==> config.mk <==
export PLATFORM = sky130hd
export DESIGN_NAME = contador_param
export DESIGN_NICKNAME = d
export VERILOG_FILES = /design/src/rtl/contador_param.sv
export SDC_FILE = /design/constraint.sdc
export NUM_CORES = 1
export LEC_CHECK = 0
export BUFFER_PORTS_ARGS = -buffer_cell sky130_fd_sc_hd__buf_4
export CAP_MARGIN = 20
export CORE_MARGIN = 5
export CORE_UTILIZATION = 40
export DETAILED_ROUTE_END_ITERATION = 8
export GPL_ROUTABILITY_DRIVEN = 0
export PLACE_DENSITY = 0.64
export SYNTH_ARGS = -nofsm -noshare
export SYNTH_HDL_FRONTEND = slang
export SYNTH_SLANG_ARGS = --single-unit
==> constraint.sdc <==
create_clock -name clk -period 3.2 [get_ports clk]
set_clock_uncertainty 0.1 [all_clocks]
set_input_delay 0.16 -clock clk [delete_from_list [all_inputs] [get_ports clk]]
set_output_delay 0.16 -clock clk [all_outputs]
set_load 0.01 [all_outputs]
==> src/rtl/contador_param.sv <==
// Parametrised up/down counter: sync clear, clamped load, modulus, wrap or saturate.
// Optional registered compare output enabled by defining CONTADOR_MATCH_EN.
module contador_param #(
  parameter int unsigned      WIDTH    = 8,
  parameter longint unsigned  MOD      = 64'd1 << WIDTH,
  parameter bit               SATURATE = 1'b0
) (
  input  logic             clk,
  input  logic             reset,
  input  logic             en,
  input  logic             up,
  input  logic             clear,
  input  logic             load,
  input  logic [WIDTH-1:0] load_val,
  output logic [WIDTH-1:0] q,
  output logic             tc,
  output logic             ovf
`ifdef CONTADOR_MATCH_EN
  ,
  input  logic [WIDTH-1:0] match_val,
  output logic             match
`endif
);

  if (MOD < 64'd2 || MOD > (64'd1 << WIDTH)) begin : g_mod_check
    $error("contador_param: MOD must lie in 2..2**WIDTH");
  end

  localparam logic [WIDTH-1:0] MAXV = WIDTH'(MOD - 64'd1);

  logic [WIDTH-1:0] q_q, q_d;
  logic             ovf_q, ovf_d;
  logic             at_top, at_bot;

  assign at_top = (q_q == MAXV);
  assign at_bot = (q_q == '0);

  always_comb begin
    q_d   = q_q;
    ovf_d = ovf_q;
    if (clear) begin
      q_d   = '0;
      ovf_d = 1'b0;
    end else if (load) begin
      q_d = (load_val > MAXV) ? MAXV : load_val;
    end else if (en) begin
      if (up) begin
        if (at_top) begin
          ovf_d = 1'b1;
          q_d   = SATURATE ? MAXV : '0;
        end else begin
          q_d = q_q + WIDTH'(1);
        end
      end else begin
        if (at_bot) begin
          ovf_d = 1'b1;
          q_d   = SATURATE ? '0 : MAXV;
        end else begin
          q_d = q_q - WIDTH'(1);
        end
      end
    end
  end

  always_ff @(posedge clk or negedge reset) begin
    if (!reset) begin
      q_q   <= '0;
      ovf_q <= 1'b0;
    end else begin
      q_q   <= q_d;
      ovf_q <= ovf_d;
    end
  end

  assign q   = q_q;
  assign ovf = ovf_q;
  assign tc  = en & (up ? at_top : at_bot);

`ifdef CONTADOR_MATCH_EN
  // Compare against the next count so the flag lines up with q, not one cycle behind.
  logic match_q, match_d;

  assign match_d = (q_d == match_val);

  always_ff @(posedge clk or negedge reset) begin
    if (!reset) begin
      match_q <= 1'b0;
    end else begin
      match_q <= match_d;
    end
  end

  assign match = match_q;
`endif

endmodule

### Word-level counts from Yosys, hierarchy flattened

Cells that the tools add are included.

| word-level totals | value |
|---|---|
| flip-flop bits (word level) | 9 |
| latch bits | 0 |
| memory bits (writable) | 0 |
| bits in read-only memories | 0 |
| bits of input ports | 14 |
| output and inout port bits | 10 |
| word-level logic and storage cells | 28 |
| memories kept | 0 |

| operators by class | value |
|---|---|
| $add $sub $neg | 2 |
| multipliers | 0 |
| divide/modulo/power cells | 0 |
| order comparisons | 1 |
| equality and inequality tests | 3 |
| shift operators | 0 |
| mux-type cells | 14 |
| bitwise logic cells | 1 |
| reduce and logical (&&, ||, !) cells | 5 |

Operators with widths:

| operator | count |
|---|---|
| $mux 8 | 7 |
| $add 8x1->8 const B | 1 |
| $eq 8x8->1 const B | 1 |
| $gt 8x8->1 const B | 1 |
| $logic_not 8->1 | 1 |
| $sub 8x1->8 const B | 1 |
| $mux 1 | 7 |
| $reduce_bool 3->1 | 2 |
| $reduce_and 4->1 | 1 |
| $ne 3x1->1 const B | 1 |
| $ne 2x2->1 const B | 1 |
| $reduce_bool 2->1 | 1 |
| $and 1x1->1 | 1 |

### Depth between registers and ports, before layout

Gate-level depths: netlist (run 1).

| depth | value |
|---|---|
| depth after elaboration | 6 |
| mapped depth | 7 |
| gate-level depth less buffers | 7 |

### Worst setup path after synthesis (run 1)

OpenSTA, ideal clock, no wires.

| timing | value |
|---|---|
| path type | register to register |
| from | register q_q[0], in the netlist q[0] |
| to | register q_q[4], in the netlist q[4] |
| setup time | 0.094 ns |
| arrival | 1.588 ns |
| data required time | 3.006 ns |
| path slack | 1.419 ns |
| stages on the path, launching flop included | 7 |
| path buffers | 0 |
| period minus slack after synthesis | 1.781 ns |
| cell sequence | dfrtp_1 inv_1 ha_1 nor3b_2 a21oi_2 a221o_1 a221oi_2 |

| between the ends | value |
|---|---|
| longest elaborated chain between the ends | 6 |
| elaborated cells on any way between the ends | 10 |
| those cells by class | 2 x add/sub; 1 x eq/ne; 6 x mux; 1 x reduce/logical |

RTL lines:

| what | RTL line | text |
|---|---|---|
| start, declared | 31 | `logic [WIDTH-1:0] q_q, q_d;` |
| start signal, assigned | 70 | `q_q <= q_d;` |
| $sub 8x1->8 (tied with other cells) | 59 | `q_d = q_q - WIDTH'(1);` |
| $mux 8 (on tied branches) | 55, 48 |  |
| $mux 8 * | 47 | `if (up) begin` |
| $mux 8 * | 46 | `end else if (en) begin` |
| $mux 8 * | 44 | `end else if (load) begin` |
| $mux 8 * | 41 | `if (clear) begin` |

Mark *: on every way between the ends. The rest lies on a longest branch, timed or not. The select of a mux whose other input is x is not followed.
A chain may end at the register's enable or synchronous reset.

### Worst setup path in the final report (run 1)

| timing | value |
|---|---|
| from | register q_q[0], in the netlist q[0] |
| to | output port tc |

| between the ends | value |
|---|---|
| longest elaborated chain between the ends | 3 |
| elaborated cells on any way between the ends | 4 |
| those cells by class | 1 x eq/ne; 1 x mux; 1 x bitwise; 1 x reduce/logical |

RTL lines:

| what | RTL line | text |
|---|---|---|
| $eq 8x8->1 or $logic_not 8->1 (tied branches) | 35, 36 |  |
| $mux 1 * | 77 | `assign tc = en & (up ? at_top : at_bot);` |
| $and 1x1->1 * | 77 |  |
| end, declared | 16 | `output logic tc,` |

Mark *: on every way between the ends. The rest lies on a longest branch, timed or not.

==> results.md, run 1 <==
* Status: finished, final reports clean
* Seq/Total Area, Yosys at 0.2557
* Yosys cell types at 40
* Layout cells sized above 1 at 0.2463
* Initial antenna violation count at 0
* FFs w/ async S/R, synth at 1.000
* Setup WS pre-CTS at roughly 1.3 ns
* Hold Violations, Final at 0
* Multi-input logic area at 585.6 um^2
* Unrepaired setup endpoints after global routing: false
* Setup-failing EPs final at 0
* Gate Count Post-Synth at 115
* WL final at between 2000 and 2500 um
* DPL Wire Length at between 1500 and 2000 um
* Die width at 56.93 um
* Die Area at 0.003240 mm^2
* Fill cell count at roughly 220
* Number of synthesized flops with an enable pin at 0
* Ys flop type: dfrtp_1
* Diode count at 0
* Critical Path End Type: output pin
* Pwr dens at between 300 and 400 mW/mm^2
* Core Area at 0.002148 mm^2
* Mapped cell area at 880.8 um^2
* Layout area overhead at 22.73%
* Tcrit/Tclk final at 0.6932
* DRT Pass-1 Iters at 4
* WS Path Type: reg -> out
* CP Data Arrival Time at 1.96 ns
* Vias in the first global route at 894
* Reg area at 225.2 um^2
* Worst skew pair latency at approximately 0.27 ns
* Worst rel slew slack at 0.6852
* Finished Layout Cells at 162
* Setup TNS at 0 ns
* Clock buffer count from CTS at 3
* Post-cts sizing count at 0
* Post-synth top area share at 0.2557
* Syn_area_per_cell at 7.660 um^2
* Period minus WS final at about 2.2 ns
* GRT Total Usage at 0.1641
* Fmax at 450.8 MHz
* Clk root buf: clkbuf_4
* Vias post-DR at 962
* Largest net degree at the start of global routing at 21
* H-tree Lvls at 1
* Post-route ant nets at 0
* Nets@finish at 152
* Peak VDD IR at about 0.22 mV
* Row cnt at 17
* CTS tree: built
* PnR Total Power at 373.0 uW
* DRC Markers at 0
* Overflow after GRT at 0
* Total setup buffers inserted after CTS at 0
* Clock-pin transition on the worst setup and hold timing paths at 0.07 ns
* Slew @ Worst Pin at 0.4722 ns
* Ports at 24
* Register bit total from synthesis at 9
* Max-cap violations at 0
* Area leader, netlist: dfrtp_1
* IO Port Bufs at 23
* Initial Util at 0.4100
* Largest cells by area after synthesis: dfrtp_1, a21oi_1, nor3_1
* DR iter-0 viols at 69
* Max clock buf depth at 2
* Wire length per cell at 15.42 um
* Syn Nets at ~130
* CP Data Required Time at 2.94 ns
* Die extent in y at 56.93 um
* Leakage at 0.4545 nW
* Placed cell count at 157
* CP startpoint kind: flip-flop
* Global-route wire length before repair at 4298 um
* Vias per cell at between 5 and 6
* Tightest Hold Check Type: in -> reg
* TritonCTS Sinks at 9
* Final setup margin at 0.9819 ns
* Crit-path max FO at 8
* Hold-fix buffers, CTS at 1
* Final Max Slew Viols at 0
* Synth Warn # at 0
## worst paths after layout
kind                                   from               end  slack (ns)  cells past startpoint
max in group asynchronous             reset  q[4]$_DFFE_PN0P_        2.70                      2
max reg2reg                q[0]$_DFFE_PN0P_  q[4]$_DFFE_PN0P_        1.22                      6
min in group asynchronous             reset  q[1]$_DFFE_PN0P_        0.15                      2
max                        q[0]$_DFFE_PN0P_                tc        0.98                      7
min reg2reg                 ovf$_DFFE_PN0P_   ovf$_DFFE_PN0P_        0.42                      2
min                             load_val[1]  q[1]$_DFFE_PN0P_        0.03                      3
## Yosys cell counts (3+ instances only)
library cell  instances
dfrtp_1               9
nand2_1               6
a21oi_1              15
o21ai_0               5
ha_1                  3
nand3_1               5
clkbuf_1              5
nor2_1                8
xor2_1                3
nor3_1                8
o22ai_1               4
xnor2_1               4
inv_1                 7
## cell type report
| type | instances | share of cell area |
|---|---|---|
| multi-input combinational | 90 | 0.5417 |
| sequential | 9 | 0.2083 |
| timing repair buffer | 24 | 0.1690 |
| tap | 28 | 0.03241 |
| clock buffer | 4 | 0.02431 |
| inverter | 7 | 0.02431 |
## metal layers
| metal | vias to the layer above | global-route usage | wire, um |
|---|---|---|---|
| li1 | 455 | - | - |
| met1 | 437 | 0.2389 | 1046 |
| met2 | 66 | 0.2382 | 1153 |
| met3 | 4 | 0.03678 | 283 |
| met4 | 0 | 0.05298 | 14 |
| met5 | - | 0 | 0 |
## metrics by stage
step / utilization / area [um^2] / hold slack (ns)
finish: 0.5032 / 1081 / 0.03219
global placement: 0.4863 / 1045 / -0.1030
detailed placement: 0.4863 / 1045 / -0.1019
floorplan: - / 880.8 / -0.2356
CTS: 0.5032 / 1081 / 0.03525
global route: 0.5032 / 1081 / 0.06421
## critical path: stages, from the launching register on
cell and delay [ns]:
dfrtp_1 0.47, inv_1 0.14, ha_1 0.19, nor3b_2 0.34
nand2_1 0.12, o22ai_1 0.18, and2_1 0.16, buf_4 0.11
## power by group
part           switching [mW]  total, mW  leakage, nW  internal, mW
Combinational          0.0670      0.132        0.321        0.0646
Clock                  0.0463     0.0945       0.0150        0.0482
Sequential             0.0251      0.147        0.118         0.122
## logic make-up (layout without fill, tap and decap cells)
kind of cell	count (synthesis)	in the layout	share of synthesized area
buffers and inverters	16	35	0.07955
muxes	1	1	0.01136
AOI/OAI and AO/OA	39	39	0.2869
and+or+nand+nor	40	40	0.2543
adders and majority gates	3	3	0.04262
DFF	9	9	0.2557
xor gates and xnor gates	7	7	0.06960
## registers in the layout (all words and copies together) (netlist names)
signal and count:
ovf 1, q 8
## layout by cell type, fill, tap and decap left out, types with 2 or more instances in the layout
| cell | n |
|---|---|
| inv_1 | 7 |
| a21o_1 | 2 |
| xnor2_1 | 4 |
| buf_4 | 23 |
| nor3b_1 | 2 |
| ha_1 | 3 |
| clkbuf_4 | 3 |
| o22ai_1 | 4 |
| nand4_1 | 2 |
| nand3_1 | 5 |
| a21oi_1 | 15 |
| xor2_1 | 3 |
| a31oi_1 | 2 |
| o21ai_0 | 5 |
| dfrtp_1 | 9 |
| nor2_1 | 8 |
| nand2_1 | 6 |
| nand2b_1 | 2 |
| nor3_1 | 8 |
(Power assumes the default switching activity.)
==> inputs of run 2 (changes only) <==
clock period = 2.2 ns   (was 3.2 ns; I/O delays follow)
==> run 2 against run 1 <==
Count of clock-buffer cells in the layout is the same. Register-to-register slack lost 1.1 ns. First-iteration DRC count fell by 55%. Die area unchanged. Sequential share of layout area fell by 0.63 points. Via count is 5.1% lower. Hold slack lost 0.025 ns. Highest routed layer unchanged. Wire length shrank 4.9%. Final cell count grew 2.5%. Largest cell class unchanged.
==> results.md, run 2 (synthesized netlist as in run 1, its figures left out) <==
* GRT Total Usage at 0.1556
* CP dominant cell by count: nor2_1
* Max clock buf depth at 2
* Diode count at 0
* Row cnt at 17
* Max-cap violations at 0
* Met3 Use GR at 0.03218
* Nets@finish at 156
* Global route hottest layer: met2
* CP max stage delay at between 0.5 and 0.6 ns
* CTS tree: built
* Status: finished, final reports clean
* TritonCTS Sinks at 9
* Slew @ Worst Pin at roughly 0.5 ns
* Post-Layout Inst Area at between 0.001 and 0.0015 mm^2
* DR iter-0 viols at 31
* DRC Markers at 0
* Unrepaired setup endpoints after global routing: false
* WS Path Type: reg -> reg
* Total setup buffers inserted after CTS at 0
* CP startpoint kind: flip-flop
* CP max-delay cell: dlygate4sd3_1
* Setup-failing EPs final at 0
* Pwr dens at 483.4 mW/mm^2
* Worst rel slew slack at 0.6708
* Number of flip-flops in the largest register at 8
* Final Max Slew Viols at 0
* Ports at 24
* Fmax at 478.3 MHz
* Vias per cell at between 5 and 6
* Leakage at 0.4717 nW
* Crit-path max FO at 8
* Tightest Hold Check Type: in -> reg
* Clk root buf: clkbuf_4
* Util after Layout at 0.5248
* Die width at around 57 um
* GR Util met2 at 0.2235
* DRT Pass-1 Iters at 4
* Peak VDD IR at 0.4495 mV
* Tcrit/Tclk final at 0.9504
* Wire length per cell at 14.31 um
* Hold Violations, Final at 0
* Vias post-DR at just over 900
* Final setup margin at 0.1091 ns
* WL final at around 2400 um
* Setup WS pre-CTS at 0.3003 ns
* M1 GR Usage at 0.2228
* Layout area overhead at 27.98%
* Layout cells sized above 1 at 0.2609
* H-tree Lvls at 1
* Most frequent cells in the layout: buf_4, a21oi_1, nor3_1, nor2_1
* Cell chain of the critical path: inv_1 > ha_1 > xnor2_1 > mux2i_1 > nor2_1 > a21oi_1 > nor2_1 > dlygate4sd3_1
* Clock-pin transition on the worst setup and hold timing paths at 0.07 ns
* Post-DP Area at 0.001052 mm^2
* Commonest non-fill, non-tap cell in the layout: buf_4
* Die Area at 0.003240 mm^2
* Overflow after GRT at 0
* Global-route wire length before repair at slightly above 4000 um
* Die extent in y at roughly 57 um
* Fill cell count at 208
* Setup TNS at 0 ns
* Critical Path End Type: flip-flop
* CP Data Required Time at around 2.3 ns
* Clock buffer count from CTS at 3
* IO Port Bufs at 23
* Worst skew pair latency at 0.27 ns
* Core Area at 0.002148 mm^2
* DPL Wire Length at 1741 um
* Post-route ant nets at 0
* Period minus WS final at ~2.1 ns
* Vias in the first global route at 854
* CP Data Arrival Time at 2.15 ns
* Minimum hold slack at between 0.007 and 0.008 ns
* Initial antenna violation count at 0
* Initial Util at 0.4100
* Largest net degree at the start of global routing at 21
## run 2: cell types whose count changed in the layout (fill, tap and decap cells not counted)
cell and delta:
buf_4 +1, dfrtp_1 -2, dfrtp_2 +2, dlygate4sd3_1 +3, nor3b_2 -1, nor3b_4 +1
## run 2: worst paths after layout
check                                 start  slack (ns)               end  cells after the start
setup / recovery           q[0]$_DFFE_PN0P_        0.11  q[1]$_DFFE_PN0P_                      8
hold / removal                  load_val[4]       0.007  q[4]$_DFFE_PN0P_                      3
setup reg to reg           q[0]$_DFFE_PN0P_        0.11  q[1]$_DFFE_PN0P_                      8
hold reg to reg             ovf$_DFFE_PN0P_        0.43   ovf$_DFFE_PN0P_                      2
max in group asynchronous             reset        1.75  q[0]$_DFFE_PN0P_                      2
min in group asynchronous             reset        0.10  q[1]$_DFFE_PN0P_                      2
## run 2: power breakdown
group | internal, mW | leakage [nW] | switching (mW)
clock network | 0.0702 | 0.0150 | 0.0648
logic | 0.101 | 0.341 | 0.0949
registers | 0.178 | 0.116 | 0.0367
## run 2: cell type report
type,count,area [um^2],share of cell area
Clock buffer,4,26.28,0.02331
Inverter,7,26.28,0.02331
Timing Repair Buffer,28,220.2,0.1953
Tap cell,28,35.03,0.03108
Multi-Input combinational cell,90,591.8,0.5250
Sequential cell,9,227.7,0.2020
## run 2: metrics by stage
stage               std cells  power, mW
finish                    166     0.5450
global route              166     0.5816
CTS                       166     0.5430
detailed placement        158     0.4002
global placement          158     0.4003
floorplan                 115     0.3390
## run 2: critical path, delay by kind of cell (launching register included)
| family | cells | cell delay [ns] |
|---|---|---|
| AOI/OAI and AO/OA | 1 | 0.12 |
| xor gates and xnor gates | 1 | 0.13 |
| DFF | 1 | 0.44 |
| and+or+nand+nor | 2 | 0.10 |
| muxes | 1 | 0.14 |
| adders and majority gates | 1 | 0.31 |
| buffers and inverters | 2 | 0.65 |
## run 2: repair_timing
item,CTS,global route
hold buffers,4,0
hold endpoints to repair,11,0
endpoints found under the setup margin,0,2
resized for setup,0,3
## run 2: layer usage
layer	vias to the layer above	routed length (um)	share of wire
met3	4	154	0.065
li1	465	-	-
met5	-	0	0
met4	0	41	0.017
met1	415	1121	0.47
met2	29	1057	0.45
==> inputs of run 3 (changes only) <==
ABC_AREA = 1   (was unset)
PLACE_DENSITY = 0.63   (was 0.64)
==> run 3 against run 2 <==
Count of clock-buffer cells in the layout unchanged. Critical path depth grew 1. Clock power barely moved. Non-clock buffer count fell by 3. Core utilization shrank 0.67 points. Sequential share of layout area decreased by 0.55 points. Critical path type is now reg -> out. Critical endpoint is now tc.
==> results.md, run 3 <==
* Status: finished, final reports clean
* Vias per cell at 4.836
* Row cnt at 17
* Ports at 24
* Yosys cell types at 21
* Tightest Hold Check Type: in -> reg
* Area leader, netlist: nand2_1
* Final setup margin at 0.2222 ns
* CP startpoint kind: flip-flop
* Worst rel slew slack at 0.7454
* Nets@finish at 204
* Syn Nets at 179
* Cell chain of the critical path: inv_1 > ha_1 > nand3_1 > nor2_2 > nor2_4 > a21oi_2 > nand2_1 > inv_1 > buf_4
* Initial antenna violation count at 0
* Largest cells by area after synthesis: nand2_1, dfrtp_1, nor2_1
* Tcrit/Tclk final at 0.8990
* Die extent in y at 58.34 um
* GRT Total Usage at 0.1657
* DRT Pass-1 Iters at 4
* Util after Layout at 0.5181
* Syn_area_per_cell at 5.769 um^2
* Register bit total from synthesis at 9
* TritonCTS Sinks at 9
* Initial Util at 0.4225
* Die Area at ~0.0034 mm^2
* Slew @ Worst Pin at 0.3819 ns
* Leakage at 0.6253 nW
* Setup TNS at 0 ns
* Crit-path max FO at 7
* Ys flop type: dfrtp_1
* Synth Warn # at 0
* Unrepaired setup endpoints after global routing: false
* Layout cells sized above 1 at 0.1989
* IO Port Bufs at 23
* Post-DP Area at 0.001110 mm^2
* Largest net degree at the start of global routing at 17
* Mapped cell area at 934.6 um^2
* Sequential Power Share at 0.377
* Power Internal at 348.1 uW
* Top delay family on crit path: simple AND/OR/NAND/NOR gates
* Layout area overhead at 22.62%
* Diode count at 0
* FFs w/ async S/R, synth at 1.000
* Max clock buf depth at 2
* Post-route ant nets at 0
* Hold Violations, Final at 0
* CP max-delay cell: dfrtp_1
* Clk root buf: clkbuf_4
* DPL Wire Length at 1993 um
* Critical Path End Type: output pin
* Most frequent cells in the layout: nand2_1, nor2_1, buf_4
* Top post-synthesis cells by count: nand2_1, nor2_1, inv_1, nand3_1, dfrtp_1
* Worst skew pair latency at roughly 0.26 ns
* Net Switching at 225.4 uW
* DR iter-0 viols at 22
* Period minus WS final at 1.978 ns
* Power share of the clock group at 0.231
* CP max stage delay at about 0.41 ns
* Vias post-DR at 1,035
* Clock buffer count from CTS at 3
* H-tree Lvls at 1
* Minimum hold slack at 0.03990 ns
* Combinational fraction of design power at 0.392
* Pwr dens at 500.4 mW/mm^2
* Clock-pin transition on the worst setup and hold timing paths at ~0.070 ns
* Fmax at 505.6 MHz
* Core Area at 0.002212 mm^2
* Max-cap violations at 0
* Number of flip-flops in the largest register at 8
* DRC Markers at 0
* CTS tree: built
* Top-count cell post-synth: nand2_1
* Crit path buffers/inverters at 3
* CP Data Required Time at 1.99 ns
* Number of synthesized flops with an enable pin at 0
* Total setup buffers inserted after CTS at 0
* Setup-failing EPs final at 0
* Seq/Total Area, Yosys at 0.2410
* CP Data Arrival Time at between 1.5 and 2 ns
* Die width at ~58 um
* Fill cell count at 242
* Vias in the first global route at 993
* Post-synth top area share at 0.2570
* CP dominant cell by count: inv_1
* Gate Count Post-Synth at about 160
* Post-cts sizing count at 0
* WL final at 2557 um
* WS Path Type: reg -> out
* Commonest non-fill, non-tap cell in the layout: nand2_1
* Setup WS pre-CTS at 0.5139 ns
* Wire length per cell at 11.95 um
* Sw Share at 0.3929
* Global-route wire length before repair at roughly 4400 um
* Final Max Slew Viols at 0
* Peak VDD IR at 0.3071 mV
* Post-Layout Inst Area at 0.001146 mm^2
* Overflow after GRT at 0
==> run 3: changes by cell type after synthesis, moves of 5 or more <==
cell / previous run / this run
nand3_1: 5 / 16
nor3_1: 8 / 0
inv_1: 7 / 16
nand2_1: 6 / 64
a21oi_1: 15 / 1
clkbuf_1: 5 / 0
nor2_1: 8 / 25
==> run 3: logic make-up (layout without fill, tap and decap cells) <==
group                    Yosys count  in the layout  share of synthesized area
adder cells (fa/ha/maj)            3              3                    0.04016
flip-flops                         9              9                     0.2410
AND/OR/NAND/NOR                  113            113                     0.5074
XOR/XNOR                           1              1                   0.009373
AO/OA/AOI/OAI                     14             14                    0.09104
buffers and inverters             22             46                     0.1111
==> run 3: final timing paths <==
path / from / end / slack (ns) / cells after the start
worst min register to register: ovf$_DFFE_PN0P_ / ovf$_DFFE_PN0P_ / 0.40 / 2
max in group asynchronous: reset / q[4]$_DFFE_PN0P_ / 1.73 / 2
worst max-delay path: q[0]$_DFFE_PN0P_ / tc / 0.22 / 9
worst max register to register: q[0]$_DFFE_PN0P_ / q[2]$_DFFE_PN0P_ / 0.57 / 10
worst min-delay path: en / ovf$_DFFE_PN0P_ / 0.04 / 3
min in group asynchronous: reset / q[3]$_DFFE_PN0P_ / 0.12 / 2
==> run 3: area by class of cell <==
type	instances	area, um^2	share of cell area
flip-flops and latches	9	225.2	0.1965
inverters	17	63.81	0.05568
clock buffers	4	26.28	0.02293
repair buffers	25	190.2	0.1659
well taps	28	35.03	0.03057
multi-input cells	131	605.6	0.5284
==> run 3: power by group through the flow <==
stage	registers [mW]	clock network, mW	logic [mW]
floorplan	0.208	0	0.161
global placement	0.218	0	0.221
detailed placement	0.219	0	0.225
CTS	0.216	0.140	0.227
global route	0.220	0.148	0.258
finish	0.216	0.132	0.225
==> run 3: worst min-delay path: cells and delay by family <==
| kind | cells | cell delay (ns) |
|---|---|---|
| AO/OA/AOI/OAI | 1 | 0.06 |
| buffers and inverters | 1 | 0.11 |
| AND/OR/NAND/NOR | 1 | 0.09 |
==> run 3: per-layer routing <==
layer  up-vias  share of wire  track usage
li1        551              -            -
met2        22           0.49       0.2935
met4         0         0.0055      0.01987
met3         2          0.046      0.04605
met1       460           0.46       0.2046
met5         -              0            0
==> run 3: stage by stage <==
| step | power, mW | cells |
|---|---|---|
| floorplan | 0.3691 | 162 |
| global placement | 0.4390 | 209 |
| detailed placement | 0.4436 | 209 |
| CTS | 0.5826 | 214 |
| global route | 0.6252 | 214 |
| finish | 0.5735 | 214 |
==> run 3: what timing repair did <==
item | CTS | global route
setup endpoints to repair | 0 | 0
hold endpoints to repair | 9 | 0
hold buffers | 1 | 0
